File: src/rtl/sorter_pkg.sv
// rtl/sorter_pkg.sv - shared types for the sequential odd-even transposition sorter
package sorter_pkg;

  typedef enum logic [1:0] {
    IDLE = 2'd0,
    SORT = 2'd1,
    DONE = 2'd2
  } state_t;

endpackage

File: src/rtl/cmp_swap.sv
// rtl/cmp_swap.sv - compare-exchange cell; lo drives the lower lane, hi the upper lane
module cmp_swap #(
  parameter int W = 4
) (
  input  logic [W-1:0] a,
  input  logic [W-1:0] b,
  input  logic         desc,
  output logic [W-1:0] lo,
  output logic [W-1:0] hi,
  output logic         swapped
);

  // Strict compare: equal elements stay in place.
  assign swapped = desc ? (a < b) : (a > b);
  assign lo      = swapped ? b : a;
  assign hi      = swapped ? a : b;

endmodule

File: src/rtl/seq_sorter.sv
// rtl/seq_sorter.sv - odd-even transposition sorter, one phase per clock, early exit when sorted
module seq_sorter
  import sorter_pkg::*;
#(
  parameter int W = 4,
  parameter int N = 4
) (
  input  logic           clk,
  input  logic           nrst,
  input  logic           in_valid,
  output logic           in_ready,
  input  logic [N*W-1:0] in_data,
  input  logic           in_desc,
  output logic           out_valid,
  input  logic           out_ready,
  output logic [N*W-1:0] out_data
);

  localparam int PW = $clog2(N + 1);

  state_t                 state;
  logic [N*W-1:0]         work;
  logic [N*W-1:0]         phased;
  logic                   desc_q;
  logic [PW-1:0]          phase;
  logic                   prev_swap;
  logic                   any_swap;
  logic                   done_now;
  logic                   accept;
  logic [N-2:0]           cell_en;
  logic [N-2:0]           cell_swap;
  logic [N-2:0][W-1:0]    cell_lo;
  logic [N-2:0][W-1:0]    cell_hi;

  for (genvar j = 0; j < N - 1; j++) begin : g_cell
    cmp_swap #(.W(W)) u_cmp_swap (
      .a       (work[j*W +: W]),
      .b       (work[(j+1)*W +: W]),
      .desc    (desc_q),
      .lo      (cell_lo[j]),
      .hi      (cell_hi[j]),
      .swapped (cell_swap[j])
    );
  end

  // Enabled cells never share a lane, so their writes cannot collide.
  always_comb begin
    phased  = work;
    cell_en = '0;
    for (int j = 0; j < N - 1; j++) begin
      cell_en[j] = (j % 2 == 1) ? phase[0] : ~phase[0];
      if (cell_en[j]) begin
        phased[j*W +: W]     = cell_lo[j];
        phased[(j+1)*W +: W] = cell_hi[j];
      end
    end
  end

  assign any_swap = |(cell_swap & cell_en);
  assign done_now = (phase == PW'(N - 1)) ||
                    ((phase != '0) && !any_swap && !prev_swap);

  assign in_ready = (state == IDLE) || ((state == DONE) && out_ready);
  assign accept   = in_valid && in_ready;
  assign out_data = work;

  always_ff @(posedge clk or negedge nrst) begin
    if (!nrst) begin
      state     <= IDLE;
      work      <= '0;
      desc_q    <= 1'b0;
      phase     <= '0;
      prev_swap <= 1'b0;
      out_valid <= 1'b0;
    end else begin
      case (state)
        IDLE: begin
          if (accept) state <= SORT;
        end
        SORT: begin
          work      <= phased;
          prev_swap <= any_swap;
          if (done_now) begin
            state     <= DONE;
            out_valid <= 1'b1;
          end else begin
            phase <= phase + 1'b1;
          end
        end
        DONE: begin
          if (out_ready) begin
            out_valid <= 1'b0;
            state     <= in_valid ? SORT : IDLE;
          end
        end
        default: state <= IDLE;
      endcase
      // Input handshake only occurs in IDLE or DONE, never alongside SORT updates.
      if (accept) begin
        work      <= in_data;
        desc_q    <= in_desc;
        phase     <= '0;
        prev_swap <= 1'b0;
      end
    end
  end

endmodule

File: config.mk
export PLATFORM = sky130hd
export DESIGN_NAME = seq_sorter
export DESIGN_NICKNAME = d
export VERILOG_FILES = /design/src/rtl/sorter_pkg.sv /design/src/rtl/cmp_swap.sv /design/src/rtl/seq_sorter.sv
export SDC_FILE = /design/constraint.sdc
export NUM_CORES = 1
export LEC_CHECK = 0
export BUFFER_PORTS_ARGS = -buffer_cell sky130_fd_sc_hd__buf_2
export CELL_PAD_IN_SITES_DETAIL_PLACEMENT = 0
export CELL_PAD_IN_SITES_GLOBAL_PLACEMENT = 1
export CORE_UTILIZATION = 40
export DETAILED_ROUTE_END_ITERATION = 16
export PLACE_DENSITY_LB_ADDON = 0.1
export SYNTH_ARGS = -nofsm -noshare
export SYNTH_HDL_FRONTEND = slang
export SYNTH_SLANG_ARGS = --single-unit
File: constraint.sdc
create_clock -name clk -period 2.6 [get_ports clk]
set_input_delay 0.13 -clock clk [delete_from_list [all_inputs] [get_ports clk]]
set_output_delay 0.13 -clock clk [all_outputs]
set_load 0.05 [all_outputs]
== After elaboration in Yosys (flattened, before gate mapping) ==
Index checks and enable logic that the tools add are counted.
Word-level totals
  latch bits: 0
  memory bits (read-only): 0
  memories: 0
  bits in registers: 24
  bits in writable memories: 0
  logic and storage cells: 78
Cells by class
  muxes and demuxes: 27
  shift-type cells: 0
  add/subtract/negate cells: 1
  bitwise operators: 2
  divide/modulo/power cells: 0
  order comparisons: 6
  equal/unequal tests: 9
  reduce and logical (&&, ||, !) cells: 24
  multipliers: 0
Operator list (number)
  2-to-1 mux 16 bit: 2
  2-to-1 mux 4 bit: 6
  2-to-1 mux 8 bit: 3
  AND reduction 3 bit: 6
  > comparator 4 bit: 3
  < comparator 4 bit: 3
  2-to-1 mux 3 bit: 3
  nonzero test 3 bit: 3
  2-to-1 mux 1 bit: 8
  nonzero test 2 bit: 4
  2-to-1 mux 2 bit: 3
  != test 2 bit, second input constant: 3
  case mux 2 bit (3 select lines): 1
  logical AND 1 bit: 4
  != test 2 x 1 -> 1 bit, second input constant: 2
  adder 3 x 1 -> 3 bit, second input constant: 1
  bitwise AND 3 bit: 1
  == test 3 x 2 -> 1 bit, second input constant: 1
  != test 3 x 1 -> 1 bit, second input constant: 1
  OR reduction 3 bit: 1
  == test 2 x 1 -> 1 bit, second input constant: 1
  == test 2 bit, second input constant: 1
  logical NOT 1 bit: 2
  logical NOT 2 bit: 1
  other kinds (4): 5

== Longest topological paths before layout ==
Gate-level depths: netlist of run 1.
  depth after elaboration: 11
  gate-level depth with buffers: 9
  mapped depth without buffers: 9

== Hierarchy ==
Synthesis of run 1 repeated with hierarchy kept, for this count alone.
Unflattened totals
  cell total of the unflattened synthesis: 253
  area total of the unflattened synthesis: 2296.0 um2
By module, submodules not included
  seq_sorter: area each 1320.0 um2, cells each 130, instances 1
  cmp_swap: area each 325.3 um2, cells each 41, instances 3

== Worst setup path after synthesis of run 1 ==
No wires, ideal clock.
  path kind: register to register
  start: register work[5], in the netlist out_data[5]
  end: register phase[0]
  required time: 2517 ps
  cell stages (with the launch flop): 10
  period minus slack after synthesis: 2400 ps
  path slack: 200 ps
  arrival time: 2317 ps
  buffers on the path: 0
  cells stage by stage: dfrtp_1 -> inv_1 -> ha_1 -> nor2b_1 -> o211ai_1 -> and3_1 -> or3_4 -> o21ai_2 -> a211o_2 -> mux2i_1
On the way
  cells in the longest elaborated chain, start to end: 10
  elaborated cells between the ends (all ways): 14
  those cells by class: 4 x order compare; 1 x eq/ne; 2 x mux; 1 x bitwise; 6 x reduce/logical
RTL lines
  start, declared: line seq_sorter.sv:22  | logic [N*W-1:0] work;
  start signal, assigned: line seq_sorter.sv:81  | work <= phased;
  start signal, assigned: line seq_sorter.sv:100  | work <= in_data;
  > comparator 4 bit or < comparator 4 bit (tied branches): line cmp_swap.sv:14  | assign swapped = desc ? (a < b) : (a > b);
  2-to-1 mux 1 bit: line cmp_swap.sv:14
  bitwise AND 3 bit (*): line seq_sorter.sv:59  | assign any_swap = |(cell_swap & cell_en);
  OR reduction 3 bit (*): line seq_sorter.sv:59
  logical NOT 1 bit (*): line seq_sorter.sv:61  | ((phase != '0) && !any_swap && !prev_swap);
  logical AND 1 bit (*) (2 in a row): line seq_sorter.sv:61
  logical OR 1 bit (*): line seq_sorter.sv:60  | assign done_now = (phase == PW'(N - 1)) ||
  != test 2 x 1 -> 1 bit (no line) (*)
  AND reduction 2 bit (no line) (*)
  end signal, assigned: line seq_sorter.sv:87  | phase <= phase + 1'b1;
  end, declared: line seq_sorter.sv:25  | logic [PW-1:0] phase;
Every way passes the cells marked *; elsewhere a longest branch is shown, timed or not.
A chain may end at the register's enable or synchronous reset.

== Final worst setup path of run 1 ==
  start: register work[5], in the netlist out_data[5]
  end: register phase[1]
The elaborated chain is that of the path after synthesis.

==> results of run 1 <==
through the flow:
step           utilization (%)  worst slack, ns  cells  hold slack (ns)  area [um^2]
6_report                  51.0            0.253    260           0.0638         1910
3_3_place_gp              49.3            0.346    255            0.156         1850
4_1_cts                   51.0            0.234    260           0.0690         1910
5_1_grt                   51.0           0.0583    260           0.0908         1910
3_5_place_dp              49.3            0.267    255            0.172         1850
2_1_floorplan                -            0.200    172           -0.166         1600
registers in the layout (all words and copies together), names as in the netlist:
name and count:
state 2, phase 3, desc_q 1, prev_swap 1, out_valid 1, out_data 16
cell families after synthesis:
family / Yosys count / synth area share [%]
buffers and inverters: 24 / 5.93
multiplexers: 17 / 10.7
AND/OR/NAND/NOR: 44 / 12.4
AO/OA/AOI/OAI: 48 / 21.8
flip-flops: 24 / 37.4
adder cells (fa/ha/maj): 15 / 11.7
routing by layer:
metal  track usage (%)  vias up  wire length [um]
li1                  -      693                 -
met1              23.9      637              1750
met2              34.4       20              1890
met3              2.08        4               105
met4              4.89        0                31
met5                 0        -                 0
Yosys cell counts (2+ instances only):
library cell and count:
a21oi_1 17, a22oi_1 6, buf_2 4, dfrtp_1 24, ha_1 15, inv_1 19
mux2i_1 16, nand2_1 22, nor2_1 11, nor2b_1 3, nor3_1 2, o211ai_1 3
o21ai_0 5, o31ai_1 3
critical path, cell delays in order (launching register included):
cell	delay, ns
dfrtp_1	0.48
inv_1	0.08
ha_1	0.29
nor2b_1	0.14
o211ai_1	0.11
and3_1	0.20
or3_4	0.40
o21ai_2	0.17
a211o_2	0.21
mux2i_1	0.19
layout make-up:
class                      count  share of cell area, %
sequential                    24                   31.4
inverter                      19                   3.73
clock buffer                   4                   2.88
tap                           48                   3.14
multi-input combinational    124                   47.5
timing repair buffer          41                   11.3
worst paths after layout:
check,start,to,cells after the start
min,in_desc,desc_q,3
min reg2reg,phase[2],phase[2],2
min in group asynchronous,nrst,out_data[12],2
max in group asynchronous,nrst,out_data[2],2
max,out_data[5],phase[1],9
max reg2reg,out_data[5],phase[1],9
layout by cell type, fill, tap and decap left out, types with 4 or more instances in the layout:
master     n
clkbuf_8   4
a22oi_1    6
dfrtp_1   24
nor2_1    11
a21oi_1   17
mux2i_1   16
ha_1      15
buf_2     38
nand2_1   22
o21ai_0    5
inv_1     19
==> out/metrics.cfg, run 1 <==
[status]
run_status = completed

[setup_path]
cp-end-kind = flip-flop
cp.arrival_ns = 2.54
required_ns = 2.80
criticalPathCategory = reg -> reg
cp_max_fo = 6
startpoint_type = flip-flop
reg2reg_slack_ns = 0.25

[logic_synthesis]
synthesis.area_um2 = 1600
synthTopCellsByArea = dfrtp_1 (37%), ha_1 (12%), mux2i_1 (10%), a21oi_1 (5.3%), nand2_1 (5.1%)
synth_top_area_share_pct = 37.4
synthFlopType = dfrtp_1
postSynthCellCount = 172
synth_cell_types = 36
ys_seq_elements = 24
synth_nets = 208
ys_warn_count = 0
synth_edf_count = 0
synth-async-reset-ratio_pct = 100
syn_area_per_cell_um2 = 9.33
synth_seq_area_share_pct = 37.4
yosysTopAreaCell = dfrtp_1

[floorplan]
core_region_area_um2 = 3740
initial_core_util_pct = 42.8
rows = 22
die_x_um = 65.3
io_pins = 39
die_h_um = 65.3
die-area_um2 = 4270

[cts]
tritoncts = built
cts_setup_buffers = 0
ctsLongestPathBuffers = 2
h-tree-depth = 1
ctsRootBufferMaster = clkbuf_8
numCtsBuffers = 3
clock_latency_ns = 0.27
clk_pin_slew_worst_paths_ns = 0.09
numClockSinks = 24
hold_buffers = 1
ctsResizeCount = 0

[timing]
fin_crit_sh_pct = 90.3
rsz0062_at_grt = no
max_slew.worst_pin.slew_ns = 0.574
setup_violations = 0
fin_crit_ns = 2.35
relSlewSlack_pct = 61.7
timing.fmax_mhz = 426
fin_setup_tns_ns = 0
hold_viol = 0
slew_violations = 0
fin_worst_skew_ns = 0.00256

[detailed_routing]
ant_nets = 0
finalWirelength_um = 3780
drt-pass1-iter-count = 4
drt_iter0_markers = 61
drc = 0
vias = 1354
vias_per_cell = 5.21
avgRoutedWirePerCell_um = 14.5

[place]
hpwlAfterDp_um = 2890
port_buffers = 38
gp_congestion = 0.761

[global_route]
grt_max_degree = 33
antenna_found_initial = 0
grt-ovfl-total = 0
track_usage_pct = 19.0
grt_pass1_vias = 1315
grt_pass1_wl_um = 6170

[cells_and_area]
multi_input_area_um2 = 908
regArea_um2 = 601
nFillCells = 366
diodes = 0
area_growth_pct = 19.1
nets = 249
layout-drive-gt1-share_pct = 25.5

[job]
drv_cap = 0

[worst_hold_path]
hp-class = in -> reg

Power of run 1 is left out: the tool's default activity adds up to more than one toggle a clock period on the data nets, which glitch-free logic cannot reach.
==> run 2: changes to the inputs <==
Settings changed: BUFFER_PORTS_ARGS -buffer_cell sky130_fd_sc_hd__buf_2 to -buffer_cell sky130_fd_sc_hd__buf_4.
==> run 2 against run 1 <==
- non-clock buffer count did not move
- largest cell class unchanged
- routed wire length fell by 1.6%
- critical path type unchanged
- first-iteration DRC count fell by 41%
- clock-buffer cell count did not move
==> out/metrics.cfg, run 2 (synthesis gave the netlist of run 1 again) <==
[place]
port_buffers = 38  ; unchanged
gp_congestion = 0.748  ; was 0.761
hpwlAfterDp_um = 2820  ; was 2890 um

[setup_path]
cp.arrival_ns = 2.51  ; was 2.54 ns
startpoint_type = flip-flop  ; unchanged
reg2regPathDepth = 9  ; unchanged
path_delay_family = simple AND/OR/NAND/NOR gates  ; unchanged
path_cells = inv_1, ha_1, nor2b_1, o211ai_1, and3_1, or3_4, o21ai_2, a211o_2, mux2i_1  ; unchanged
worstSetupPathDepth = 9  ; unchanged
required_ns = 2.80  ; about the same
critPathMaxStageDelay_ns = 0.48  ; about the same
crit_slowest_cell = dfrtp_1  ; unchanged
cp_max_fo = 6  ; unchanged
criticalPathCategory = reg -> reg  ; unchanged
cp_num_buf_inv = 1  ; unchanged
cp-end-kind = flip-flop  ; unchanged

[status]
run_status = completed  ; unchanged

[detailed_routing]
vias_per_cell = 5.37  ; was 5.21
drc = 0  ; unchanged
avgRoutedWirePerCell_um = 14.3  ; was 14.5 um
vias = 1396  ; was 1354
finalWirelength_um = 3710  ; was 3780 um
drt_iter0_markers = 36  ; was 61
drt-pass1-iter-count = 4  ; unchanged
ant_nets = 0  ; unchanged

[timing]
fin_crit_ns = 2.32  ; was 2.35 ns
relSlewSlack_pct = 65.6  ; was 61.7%
fin_crit_sh_pct = 89.2  ; was 90.3%
setup_violations = 0  ; unchanged
fin_setup_tns_ns = 0  ; unchanged
rsz0062_at_grt = no  ; unchanged
hold_viol = 0  ; unchanged
slew_violations = 0  ; unchanged
timing.fmax_mhz = 431  ; was 426 MHz
max_slew.worst_pin.slew_ns = 0.513  ; was 0.574 ns
fin_worst_skew_ns = 0.00193  ; was 0.00256 ns

[global_route]
grt_max_degree = 33  ; unchanged
grt_pass1_wl_um = 6060  ; was 6170 um
track_usage_pct = 19.0  ; about the same
antenna_found_initial = 0  ; unchanged
grt-ovfl-total = 0  ; unchanged
grt_pass1_vias = 1285  ; was 1315

[cts]
tritoncts = built  ; unchanged
numCtsBuffers = 3  ; unchanged
ctsLongestPathBuffers = 2  ; unchanged
numClockSinks = 24  ; unchanged
h-tree-depth = 1  ; unchanged
clock_latency_ns = 0.27  ; about the same
clk_pin_slew_worst_paths_ns = 0.08  ; was 0.09 ns
ctsRootBufferMaster = clkbuf_8  ; unchanged
ctsResizeCount = 0  ; unchanged

[cells_and_area]
diodes = 0  ; unchanged
area_growth_pct = 25.0  ; was 19.1%
layout-drive-gt1-share_pct = 25.5  ; unchanged
nFillCells = 355  ; was 366
final_common_cell = buf_4  ; was buf_2
final_util_pct = 53.6  ; was 51.0%
regArea_um2 = 601  ; unchanged
final_cell_mix = buf_4 (40), dfrtp_1 (24), nand2_1 (22), inv_1 (19), a21oi_1 (17)  ; was buf_2 (38), dfrtp_1 (24), nand2_1 (22), inv_1 (19), a21oi_1 (17)
multi_input_area_um2 = 908  ; unchanged
nets = 249  ; unchanged
largest_reg_flops = 16  ; unchanged

[floorplan]
rows = 22  ; unchanged
core_region_area_um2 = 3740  ; unchanged
initial_core_util_pct = 42.8  ; unchanged
die_x_um = 65.3  ; unchanged
die_h_um = 65.3  ; unchanged
io_pins = 39  ; unchanged
die-area_um2 = 4270  ; unchanged

[worst_hold_path]
hold_depth = 3  ; unchanged
hp-class = in -> reg  ; unchanged

[job]
drv_cap = 0  ; unchanged

==> run 2: cell counts in the layout (fill, tap and decap cells not counted) <==
Identical to the previous run, type by type.
==> run 2: path summary, 6_finish.rpt <==
| check | startpoint | endpoint | slack (ns) |
|---|---|---|---|
| min in group asynchronous | nrst | out_data[13] | 0.30 |
| worst min register to register | prev_swap | prev_swap | 0.52 |
| worst max-delay path | out_data[5] | phase[0] | 0.28 |
| max in group asynchronous | nrst | phase[2] | 2.05 |
| worst max register to register | out_data[5] | phase[0] | 0.28 |
| worst min-delay path | in_desc | desc_q | 0.05 |
==> run 2: per-layer routing <==
metal / GRT usage (%) / wire, um
met5: 0 / 0
met3: 2.60 / 159
met4: 6.25 / 36
met2: 32.1 / 1840
met1: 24.9 / 1680
==> run 2: timing repair <==
| action | 4_1_cts | 5_1_grt |
|---|---|---|
| buffers inserted | 0 | 0 |
| endpoints found under the setup margin | 0 | 0 |
| hold buffers | 1 | 0 |
| hold endpoints to repair | 24 | 0 |
==> run 2: layout make-up <==
class	instances	area share, %
clock buffers	4	2.74
repair buffers	41	15.5
flip-flops and latches	24	29.9
well taps	48	2.99
multi-input cells	124	45.3
inverters	19	3.56
==> run 2: worst min-delay path, stage by stage <==
cell	delay [ns]
buf_4	0.08
nand2_1	0.04
nand2_1	0.05
==> run 2: per-stage QoR <==
step / std cells / setup slack [ns] / hold slack, ns / instance area, um^2
global route: 260 / 0.0860 / 0.0638 / 2010
floorplan: 172 / 0.200 / -0.166 / 1600
CTS: 260 / 0.255 / 0.0426 / 2010
detailed placement: 255 / 0.281 / 0.0595 / 1940
finish: 260 / 0.282 / 0.0493 / 2010
global placement: 255 / 0.346 / 0.0504 / 1940
Power of run 2 is left out for the same reason.
